[src/rtl/mem_burst_master_if.sv]
// Valid/ready access bus between a burst initiator and a single-port memory.
// The initiator drives the request fields; the memory answers with ready and read data.
interface mem_burst_master_if #(
    parameter int WIDTH      = 8,
    parameter int ADDR_WIDTH = 4
);
    logic [ADDR_WIDTH-1:0] addr;
    logic                  wr_rd;
    logic [WIDTH-1:0]      w_data;
    logic                  valid;
    logic                  ready;
    logic [WIDTH-1:0]      r_data;

    modport master (output addr, wr_rd, w_data, valid, input ready, r_data);
    modport slave  (input addr, wr_rd, w_data, valid, output ready, r_data);
endinterface

[src/rtl/mem_burst_master.sv]
// Burst initiator: runs one valid/ready memory transaction per beat and returns read data.
// Optional read-compare error counter enabled by defining MEM_BURST_MASTER_CHECK_EN.
module mem_burst_master #(
    parameter int WIDTH      = 8,
    parameter int DEPTH      = 16,
    parameter int ADDR_WIDTH = $clog2(DEPTH)
) (
    input  logic                  clk,
    input  logic                  rst,
    input  logic                  start,
    input  logic                  mode_wr,
    input  logic                  dir,
    input  logic [ADDR_WIDTH-1:0] start_addr,
    input  logic [ADDR_WIDTH:0]   count,
    input  logic [WIDTH-1:0]      seed,
    output logic                  busy,
    output logic                  done,
    output logic [WIDTH-1:0]      rd_data,
    output logic                  rd_vld,
    output logic [ADDR_WIDTH:0]   rd_idx,
    output logic [ADDR_WIDTH:0]   err_cnt,
    mem_burst_master_if.master    mem
);

    typedef enum logic [1:0] {IDLE, XFER, DONE} state_t;

    localparam logic [ADDR_WIDTH:0]   DEPTH_C   = (ADDR_WIDTH+1)'(DEPTH);
    localparam logic [ADDR_WIDTH:0]   ONE_C     = (ADDR_WIDTH+1)'(1);
    localparam logic [ADDR_WIDTH-1:0] ONE_A     = ADDR_WIDTH'(1);
    localparam logic [ADDR_WIDTH-1:0] LAST_ADDR = ADDR_WIDTH'(DEPTH - 1);

    state_t                state;
    logic                  mode_q;
    logic                  dir_q;
    logic [WIDTH-1:0]      seed_q;
    logic [ADDR_WIDTH:0]   len_q;
    logic [ADDR_WIDTH:0]   beat;
    logic [ADDR_WIDTH:0]   beat_nxt;
    logic [ADDR_WIDTH:0]   len_in;
    logic [ADDR_WIDTH-1:0] addr_nxt;
    logic                  hs;

    assign hs       = (state == XFER) && mem.valid && mem.ready;
    assign beat_nxt = beat + ONE_C;
    assign len_in   = (count > DEPTH_C) ? DEPTH_C : count;

    // Explicit wrap works for any DEPTH, not only powers of two.
    // NOTE: default assignment first so every path assigns addr_nxt and no latch is inferred.
    always_comb begin
        addr_nxt = mem.addr;
        if (dir_q)
            addr_nxt = (mem.addr == '0) ? LAST_ADDR : mem.addr - ONE_A;
        else
            addr_nxt = (mem.addr == LAST_ADDR) ? '0 : mem.addr + ONE_A;
    end

    // NOTE: sequential state uses non-blocking assignments; async reset clears every output flop.
    always_ff @(posedge clk or posedge rst) begin
        if (rst) begin
            state      <= IDLE;
            mode_q     <= 1'b0;
            dir_q      <= 1'b0;
            seed_q     <= '0;
            len_q      <= '0;
            beat       <= '0;
            busy       <= 1'b0;
            done       <= 1'b0;
            rd_data    <= '0;
            rd_vld     <= 1'b0;
            rd_idx     <= '0;
            mem.addr   <= '0;
            mem.wr_rd  <= 1'b0;
            mem.w_data <= '0;
            mem.valid  <= 1'b0;
        end else begin
            done   <= 1'b0;
            rd_vld <= 1'b0;
            case (state)
                IDLE: begin
                    if (start) begin
                        mode_q <= mode_wr;
                        dir_q  <= dir;
                        seed_q <= seed;
                        len_q  <= len_in;
                        beat   <= '0;
                        busy   <= 1'b1;
                        if (len_in != '0) begin
                            state      <= XFER;
                            mem.valid  <= 1'b1;
                            mem.wr_rd  <= mode_wr;
                            mem.addr   <= start_addr;
                            mem.w_data <= mode_wr ? seed : '0;
                        end else begin
                            state <= DONE;
                            done  <= 1'b1;
                        end
                    end
                end
                XFER: begin
                    if (hs) begin
                        if (!mode_q) begin
                            rd_data <= mem.r_data;
                            rd_idx  <= beat;
                            rd_vld  <= 1'b1;
                        end
                        beat <= beat_nxt;
                        if (beat_nxt == len_q) begin
                            state      <= DONE;
                            done       <= 1'b1;
                            mem.valid  <= 1'b0;
                            mem.wr_rd  <= 1'b0;
                            mem.addr   <= '0;
                            mem.w_data <= '0;
                        end else begin
                            mem.addr <= addr_nxt;
                            if (mode_q)
                                mem.w_data <= seed_q + WIDTH'(beat_nxt);
                        end
                    end
                end
                DONE: begin
                    state <= IDLE;
                    busy  <= 1'b0;
                end
                default: begin
                    state <= IDLE;
                    busy  <= 1'b0;
                end
            endcase
        end
    end

`ifdef MEM_BURST_MASTER_CHECK_EN
    logic [WIDTH-1:0] expect_rd;
    assign expect_rd = seed_q + WIDTH'(beat);

    // Cleared by each accepted command, saturating on read-compare mismatches.
    always_ff @(posedge clk or posedge rst) begin
        if (rst)
            err_cnt <= '0;
        else if (state == IDLE && start)
            err_cnt <= '0;
        else if (hs && !mode_q && mem.r_data != expect_rd && err_cnt != '1)
            err_cnt <= err_cnt + ONE_C;
    end
`else
    assign err_cnt = '0;
`endif

endmodule

[src/flat_wrapper.sv]
// flat-port wrapper written by rule: the top's interface ports become plain ports
module mem_burst_master_flat 
#(
    parameter int WIDTH      = 8,
    parameter int DEPTH      = 16,
    parameter int ADDR_WIDTH = $clog2(DEPTH)
)
  (clk, rst, start, mode_wr, dir, start_addr, count, seed, busy, done, rd_data, rd_vld, rd_idx, err_cnt, mem_addr, mem_wr_rd, mem_w_data, mem_valid, mem_ready, mem_r_data);
  mem_burst_master_if #(.WIDTH(WIDTH), .ADDR_WIDTH(ADDR_WIDTH)) mem_i ();
  input  logic clk;
  input  logic rst;
  input  logic start;
  input  logic mode_wr;
  input  logic dir;
  input  logic [ADDR_WIDTH-1:0] start_addr;
  input  logic [ADDR_WIDTH:0] count;
  input  logic [WIDTH-1:0] seed;
  output logic busy;
  output logic done;
  output logic [WIDTH-1:0] rd_data;
  output logic rd_vld;
  output logic [ADDR_WIDTH:0] rd_idx;
  output logic [ADDR_WIDTH:0] err_cnt;
  output wire logic [$bits(mem_i.addr)-1:0] mem_addr;
  output wire logic [$bits(mem_i.wr_rd)-1:0] mem_wr_rd;
  output wire logic [$bits(mem_i.w_data)-1:0] mem_w_data;
  output wire logic [$bits(mem_i.valid)-1:0] mem_valid;
  input wire logic [$bits(mem_i.ready)-1:0] mem_ready;
  input wire logic [$bits(mem_i.r_data)-1:0] mem_r_data;
  assign mem_addr = mem_i.addr;
  assign mem_wr_rd = mem_i.wr_rd;
  assign mem_w_data = mem_i.w_data;
  assign mem_valid = mem_i.valid;
  assign mem_i.ready = mem_ready;
  assign mem_i.r_data = mem_r_data;
  mem_burst_master #(.WIDTH(WIDTH), .DEPTH(DEPTH), .ADDR_WIDTH(ADDR_WIDTH)) u_core (.clk(clk), .rst(rst), .start(start), .mode_wr(mode_wr), .dir(dir), .start_addr(start_addr), .count(count), .seed(seed), .busy(busy), .done(done), .rd_data(rd_data), .rd_vld(rd_vld), .rd_idx(rd_idx), .err_cnt(err_cnt), .mem(mem_i));
endmodule
[config.mk]
export PLATFORM = sky130hd
export DESIGN_NAME = mem_burst_master_flat
export DESIGN_NICKNAME = d
export VERILOG_FILES = /design/src/rtl/mem_burst_master_if.sv /design/src/rtl/mem_burst_master.sv /design/src/flat_wrapper.sv
export SDC_FILE = /design/constraint.sdc
export NUM_CORES = 1
export LEC_CHECK = 0
export ABC_AREA = 1
export CORE_ASPECT_RATIO = 1.4
export CORE_MARGIN = 5
export CORE_UTILIZATION = 40
export DETAILED_ROUTE_END_ITERATION = 10
export GPL_ROUTABILITY_DRIVEN = 0
export GPL_TIMING_DRIVEN = 0
export HOLD_SLACK_MARGIN = 0.03
export PLACE_DENSITY = 0.77
export SYNTH_ARGS = -nofsm -noshare
export SYNTH_HDL_FRONTEND = slang
export SYNTH_SLANG_ARGS = --single-unit
[constraint.sdc]
create_clock -name clk -period 3 [get_ports clk]
set_clock_uncertainty 0.1 [all_clocks]
set_input_delay 0.3 -clock clk [delete_from_list [all_inputs] [get_ports clk]]
set_output_delay 0.3 -clock clk [all_outputs]
set_load 0.03 [all_outputs]
==> impl_metrics.ini, run 1 <==
[sta]
setup-violations-final = 0
worstMarginPinSlew_ns = 0.5099
post-route-period-util = 0.7952
grt_setup_unrepaired = false
fin_hold_ws_ns = 0.1670
tns_ns = 0
final-hold-violation-count = 0
slew_violations = 0
fin_crit_ns = 2.386
relSlewSlack = 0.6588
setup_ws_ns = 0.6145
max_clock_freq_mhz = 419.2

[global_routing]
grt_overflow = 0
grtUsageTotal = 0.1594
first_global_vias = 2548
grt_pass1_wl_microns = 11100
grt_max_degree = 40
antenna_found_initial = 0

[clock_tree]
root_buffer = clkbuf_8
cts_resized = 0
clockBufferDepth = 2
clock-sinks = 52
numCtsBuffers = 5
htreeDepth = 2
cts_setup_buffers = 0
clkLatencyLatePin_ns = 0.30
cts_tree = built
holdBufCountCts = 0
clkTransAtPathRegs_ns = 0.09

[synth]
post_synth.cell_area_avg_sq_um = 7.709
ys_seq_area_frac = 0.4624
ys_async_sr_fraction = 1.000
synth_area_leaders = dfrtp_1 46%, nand2_1 19%, inv_1 5.6%
synth_edf_count = 0
yosys.area.top_type = dfrtp_1
synth_top_area_frac = 0.4624
synth_cells = 365
yosys_warnings = 0
netlist_area_sq_um = 2814
synth.most_common_cell = nand2_1
ys_ff_latch = 52
yosysUniqueCellTypes = 29
ys_top_cells_by_count = 144 x nand2_1, 52 x dfrtp_1, 42 x inv_1, 20 x nand3_1, 17 x o21ai_0
synth_ff_type = dfrtp_1

[layout]
num-fill-cells = 644
drive_gt1_frac = 0.07078
postLayoutCoreUtil = 0.5334
antenna_cells = 0
nets = 477
area_growth_syn_to_layout_pct = 30.64

[drt]
route.detailed.drc = 0
routed_wl_microns = 6569
wire_per_inst_microns = 12.32
postRouteAntennaNets = 0
vias_per_cell = 4.771
dr_total_vias = 2543
drt-pass1-iter-count = 4
drtIter0Drc = 164

[setup_path]
critPathMaxFanout = 5
cpMaxStageDelayCell = dfrtp_1
crit_top_cell = nand2_1
crit_family = simple AND/OR/NAND/NOR gates
cpPeakStageDelay_ns = 0.44
path_buf_inv = 2
endpoint_kind = register
worstPathRequired_ns = 3.10
path_cells = ha_1 -> nand3_1 -> nand2_1 -> nand2_1 -> inv_1 -> ha_1 -> a21oi_1 -> nand2b_1 -> nand3_1 -> nand2_1 -> inv_1 -> nand3_1 -> nand2_1 -> nand2_1 -> nand2_1
crit_type = reg -> reg
crit_arrival_ns = 2.49
crit_path_start_kind = register

[place]
place_hpwl_microns = 5141
port_buffers = 60
post-place-ws_ns = 0.6308

[floorplan]
start_util = 0.4083
die_area_sq_um = 8836
fp.dieH_microns = 109.2
top_level_ports = 66
num_rows = 36
core-area_sq_um = 6892
die_x_microns = 80.89

[power]
p_sw_frac = 0.4535
p_per_area_nw_per_um2 = 1036
power_leakage_nw = 1.902
combPwrFrac = 0.558
seqPwrFrac = 0.319
vdd_drop_max_v = 0.0004242
internal_power_mw = 2.082
p_switching_mw = 1.728
pwr-share-clk = 0.123

[status]
outcome = finished clean

[min_path]
hp-class = in -> async

[flow_run]
drv_cap = 0
==> worst paths after layout <==
kind                                         from              endpoint  slack [ns]  cells after the start
min in group clk                u_core.rd_data[4]     u_core.rd_data[4]        0.38                      2
worst max register to register     u_core.beat[1]  u_core.mem.w_data[7]        0.61                     15
worst min register to register  u_core.rd_data[4]     u_core.rd_data[4]        0.38                      2
worst min-delay path                          rst    u_core.mem.addr[1]        0.17                      2
max in group asynchronous                     rst      u_core.seed_q[1]        2.14                      3
worst max-delay path               u_core.beat[1]  u_core.mem.w_data[7]        0.61                     15
==> state kept, by name, summed over array words and instances (netlist names) <==
register and cells:
u_core.mem.addr 4, u_core.busy 1, u_core.done 1, u_core.beat 5, u_core.rd_vld 1, u_core.mem.wr_rd 1, u_core.mode_q 1, u_core.dir_q 1
u_core.seed_q 8, u_core.mem.w_data 8, u_core.rd_idx 5, u_core.mem.valid 1, u_core.len_q 5, u_core.rd_data 8, u_core.state 2
==> worst register-to-register path: cells and delay by family (launching register included) <==
| family | cells | cell delay, ns |
|---|---|---|
| and+or+nand+nor | 10 | 0.81 |
| adders and majority gates | 2 | 0.58 |
| DFF | 1 | 0.44 |
| AOI/OAI and AO/OA | 1 | 0.25 |
| buffers and inverters | 2 | 0.10 |
==> layout make-up <==
cell class                      instances  area, sq um  share of cell area
Sequential cell                        52         1301              0.3540
Multi-Input combinational cell        256         1269              0.3451
Timing Repair Buffer                   61        620.6              0.1688
Inverter                               50        192.7             0.05242
Tap cell                               95        118.9             0.03233
Clock buffer                            6        72.57             0.01974
Buffer                                 11        66.31             0.01804
Clock inverter                          2        35.03            0.009530
==> cells by family after synthesis <==
group,synth area share
flip-flops,0.4624
adder cells (fa/ha/maj),0.04269
AO/OA/AOI/OAI,0.07737
XOR/XNOR,0.02801
other,0.001333
buffers and inverters,0.09204
AND/OR/NAND/NOR,0.2961
==> per-stage QoR <==
step | std cells | power (mW) | area, sq um
finish | 533 | 3.810 | 3676
global route | 533 | 4.156 | 3676
CTS | 533 | 3.848 | 3676
detailed placement | 525 | 3.353 | 3568
global placement | 524 | 3.306 | 3548
floorplan | 369 | 2.662 | 2829
==> placed cells by master (no fill, tap or decap), drive strengths merged, types with 7 or more instances in the layout <==
master	instances
inv	49
a21oi	14
clkdlybuf4s50	60
nand3	21
o21ai	21
nand2	145
nor2	14
clkbuf	9
ha	8
buf	9
nand4	7
dfrtp	52
==> routing by layer <==
metal	track usage	wire [microns]
met1	0.1893	2751
met2	0.2797	3318
met3	0.02562	312
met4	0.07005	185
met5	0	0
==> power groups by stage <==
stage               combinational (mW)  clock [mW]  sequential [mW]
finish                            2.13       0.470             1.21
global route                      2.38       0.512             1.26
CTS                               2.15       0.488             1.21
detailed placement                2.12           0             1.23
global placement                  2.09           0             1.21
floorplan                         1.14           0             1.52
Note: power is estimated with default switching activity, not from simulation.
==> inputs of run 2 (changes only) <==
==> constraint.sdc (replaced) <==
create_clock -name clk -period 2.42 [get_ports clk]
set_clock_uncertainty 0.1 [all_clocks]
set_input_delay 0.242 -clock clk [delete_from_list [all_inputs] [get_ports clk]]
set_output_delay 0.242 -clock clk [all_outputs]
set_load 0.03 [all_outputs]
==> impl_metrics.ini, run 2 (same netlist as run 1, synthesis figures left out) <==
[clock_tree]
root_buffer = clkbuf_8
clock-sinks = 52
cts_tree = built
clkTransAtPathRegs_ns = 0.09
htreeDepth = 2
clkLatencyLatePin_ns = 0.30
numCtsBuffers = 5
clockBufferDepth = 2

[drt]
dr_total_vias = 2529
route.detailed.drc = 0
routed_wl_microns = 6645
drtIter0Drc = 163
wire_per_inst_microns = 12.44
postRouteAntennaNets = 0
drt-pass1-iter-count = 4
vias_per_cell = 4.736

[setup_path]
crit_family = adder cells
critPathMaxFanout = 7
worstPathRequired_ns = 2.52
cpPeakStageDelay_ns = 0.40
crit_top_cell = nand2_1
crit_start = u_core.beat[0]
crit_path_start_kind = register
crit_arrival_ns = 2.31
reg2reg_from = u_core.beat[0]
endpoint_kind = register
path_buf_inv = 4
cpMaxStageDelayCell = fa_1
crit_type = reg -> reg
path_cells = clkbuf_2 -> inv_1 -> ha_2 -> inv_1 -> fa_1 -> inv_1 -> nand3_1 -> nand3_1 -> nand2_1 -> nand2_1 -> nand3b_1 -> nand2_1 -> nand2_1 -> nand2_1

[place]
place_hpwl_microns = 5141
port_buffers = 60
post-place-ws_ns = 0.05084

[power]
p_per_area_nw_per_um2 = 1289
vdd_drop_max_v = 0.0005266
p_total_mw = 4.794
power_leakage_nw = 1.901

[floorplan]
top_level_ports = 66
start_util = 0.4083
num_rows = 36
die_x_microns = 80.89
fp.dieH_microns = 109.2
die_area_sq_um = 8836
core-area_sq_um = 6892

[min_path]
hp-class = in -> async

[global_routing]
grtUsageTotal = 0.1594
grt_max_degree = 40
first_global_vias = 2548
grt_overflow = 0
antenna_found_initial = 0
grt_pass1_wl_microns = 11100

[sta]
final-hold-violation-count = 0
slew_violations = 0
post-route-period-util = 0.9127
worstMarginPinSlew_ns = 0.5049
max_clock_freq_mhz = 452.8
fin_crit_ns = 2.209
relSlewSlack = 0.6621
setup-violations-final = 0
setup_ws_ns = 0.2114
tns_ns = 0

[flow_run]
drv_cap = 0

[layout]
nets = 478
top_regs = u_core.mem.w_data: 8 flops, u_core.rd_data: 8 flops, u_core.seed_q: 8 flops
layout_common_cells = 143 x nand2_1, 60 x clkdlybuf4s50_1, 52 x dfrtp_1, 41 x inv_1, 20 x nand3_1
area_growth_syn_to_layout_pct = 32.19
mostFrequentLayoutCell = nand2_1
antenna_cells = 0
drive_gt1_frac = 0.08656

[status]
outcome = finished clean
-- run 2: per-stage QoR --
stage	hold WS, ns	instances	instance area [sq um]	utilization
floorplan	0.2516	369	2829	-
global placement	0.3529	524	3548	0.5149
detailed placement	0.3601	525	3568	0.5178
CTS	0.1101	533	3676	0.5334
global route	0.1221	534	3720	0.5398
finish	0.1063	534	3720	0.5398
-- run 2: final cells by class --
| cell class | count | area (sq um) |
|---|---|---|
| clock buffer | 6 | 72.57 |
| fill | 644 | 3172 |
| multi-input combinational | 256 | 1305 |
| buffer | 11 | 66.31 |
| tap | 95 | 118.9 |
| timing repair buffer | 62 | 628.1 |
| clock inverter | 2 | 35.03 |
| sequential | 52 | 1301 |
| inverter | 50 | 192.7 |
-- run 2: repair_timing --
item,4_1_cts,5_1_grt
gates resized for setup,0,6
setup endpoints to repair,0,5
buffers inserted,0,1
hold buffers,0,0
-- run 2: metal layers --
metal | share of wire | track usage
met4 | 0.023 | 0.07005
met2 | 0.51 | 0.2797
met5 | 0 | 0
met1 | 0.42 | 0.1893
met3 | 0.043 | 0.02562
-- run 2: worst paths after layout --
| check | slack, ns | depth (start not counted) | endpoint |
|---|---|---|---|
| worst max register to register | 0.21 | 14 | u_core.mem.w_data[6] |
| min in group clk | 0.38 | 2 | u_core.rd_data[4] |
| worst max-delay path | 0.21 | 14 | u_core.mem.w_data[6] |
| worst min register to register | 0.38 | 2 | u_core.rd_data[4] |
| worst min-delay path | 0.11 | 2 | u_core.mem.addr[1] |
| max in group asynchronous | 1.62 | 3 | u_core.seed_q[1] |
-- run 2: power by group --
group          internal [mW]  switching [mW]
Sequential              1.23           0.278
Clock                  0.307           0.277
Combinational           1.09            1.61
Total                   2.63            2.17
==> inputs of run 3 (changes only) <==
==> constraint.sdc (replaced) <==
create_clock -name clk -period 2.4 [get_ports clk]
set_clock_uncertainty 0.1 [all_clocks]
set_input_delay 0.24 -clock clk [delete_from_list [all_inputs] [get_ports clk]]
set_output_delay 0.24 -clock clk [all_outputs]
set_load 0.03 [all_outputs]
==> impl_metrics.ini, run 3 (same netlist as run 1, synthesis figures left out) <==
[place]
port_buffers = 60
post-place-ws_ns = 0.03084
place_hpwl_microns = 5141

[setup_path]
cpPeakStageDelay_ns = 0.40
path_cells = buf_2 -> inv_1 -> ha_2 -> inv_1 -> fa_1 -> inv_1 -> nand3_1 -> nand3_1 -> nand2_1 -> nand2_1 -> nand3b_1 -> nand2_1 -> nand2_1 -> nand2_1
crit_start = u_core.beat[0]
reg2reg_from = u_core.beat[0]
worstPathRequired_ns = 2.50
cpMaxStageDelayCell = fa_1
crit_path_start_kind = register
crit_type = reg -> reg
critPathMaxFanout = 7
path_buf_inv = 4
crit_arrival_ns = 2.29
crit_family = adder cells
crit_top_cell = nand2_1
endpoint_kind = register

[global_routing]
grtUsageTotal = 0.1594
antenna_found_initial = 0
grt_overflow = 0
grtUsageMet1 = 0.1893
grt_pass1_wl_microns = 11100
gr-usage-met2 = 0.2797
first_global_vias = 2548
use_met3 = 0.02562
grt_max_degree = 40
top_usage_layer = met2

[layout]
num-fill-cells = 645
drive_gt1_frac = 0.08884
antenna_cells = 0
layout_common_cells = 142 x nand2_1, 60 x clkdlybuf4s50_1, 52 x dfrtp_1, 41 x inv_1, 20 x nand3_1
area_growth_syn_to_layout_pct = 32.28
postLayoutCoreUtil = 0.5401
nets = 478
top_regs = u_core.mem.w_data: 8 flops, u_core.rd_data: 8 flops, u_core.seed_q: 8 flops
mostFrequentLayoutCell = nand2_1

[clock_tree]
htreeDepth = 2
clock-sinks = 52
numCtsBuffers = 5
clockBufferDepth = 2
clkTransAtPathRegs_ns = 0.09
clkLatencyLatePin_ns = 0.30
root_buffer = clkbuf_8
cts_tree = built

[flow_run]
drv_cap = 0

[drt]
postRouteAntennaNets = 0
wire_per_inst_microns = 12.48
drt-pass1-iter-count = 5
route.detailed.drc = 0
dr_total_vias = 2545
vias_per_cell = 4.766
routed_wl_microns = 6663
drtIter0Drc = 168

[sta]
slew_violations = 0
relSlewSlack = 0.6619
fin_crit_ns = 2.190
setup_ws_ns = 0.2099
final-hold-violation-count = 0
max_clock_freq_mhz = 456.6
post-route-period-util = 0.9125
setup-violations-final = 0
worstMarginPinSlew_ns = 0.5052

[floorplan]
core-area_sq_um = 6892
start_util = 0.4083
top_level_ports = 66
num_rows = 36
die_area_sq_um = 8836
die_x_microns = 80.89
fp.dieH_microns = 109.2

[status]
outcome = finished clean

[power]
power_leakage_nw = 1.902
p_per_area_nw_per_um2 = 1299
vdd_drop_max_v = 0.0005306

[min_path]
hp-class = in -> async
## run 3: final cells by class
type / instances / area (sq um) / share of cell area
multi-input cells: 256 / 1308 / 0.3513
well taps: 95 / 118.9 / 0.03193
plain buffers: 11 / 66.31 / 0.01782
clock inverters: 2 / 35.03 / 0.009412
flip-flops and latches: 52 / 1301 / 0.3496
repair buffers: 62 / 628.1 / 0.1687
inverters: 50 / 192.7 / 0.05176
clock buffers: 6 / 72.57 / 0.01950
## run 3: what timing repair did
action / in CTS / in global routing
setup endpoints to repair: 0 / 5
setup buffers: 0 / 1
resized for setup: 0 / 8
endpoints found under the hold margin: 0 / 0
hold buffers: 0 / 0
## run 3: routing by layer
layer  routed length, microns  share of wire
met2                     3390           0.51
met4                      191          0.029
met1                     2786           0.42
met3                      295          0.044
met5                        0              0
## run 3: where the power goes
group          switching, mW  internal, mW
sequential             0.281          1.24
combinational           1.63          1.10
clock                  0.280         0.310
total                   2.19          2.65
## run 3: worst register-to-register path, cell delays in order, from the launching register on
cell and delay (ns):
dfrtp_1 0.39, buf_2 0.17, inv_1 0.10, ha_2 0.20, inv_1 0.05, fa_1 0.40
inv_1 0.09, nand3_1 0.10, nand3_1 0.08, nand2_1 0.05, nand2_1 0.08, nand3b_1 0.11
nand2_1 0.06, nand2_1 0.06, nand2_1 0.05
## run 3: path summary, 6_finish.rpt
kind                                         to  slack [ns]  depth (start not counted)
min reg2reg                   u_core.rd_data[4]        0.38                          2
max reg2reg                u_core.mem.w_data[6]        0.21                         14
min in group clk              u_core.rd_data[4]        0.38                          2
max                        u_core.mem.w_data[6]        0.21                         14
min                          u_core.mem.addr[1]        0.10                          2
max in group asynchronous      u_core.seed_q[1]        1.60                          3
## run 3: per-stage QoR
stage	area (sq um)	setup TNS (ns)	std cells	hold slack [ns]	total power, mW
finish	3722	0	534	0.1046	4.836
global route	3722	-0.01410	534	0.1201	5.265
CTS	3676	0	533	0.1081	4.810
detailed placement	3568	0	525	0.3601	4.191
global placement	3548	-8.502	524	0.3529	4.133
floorplan	2829	0	369	0.2496	3.328
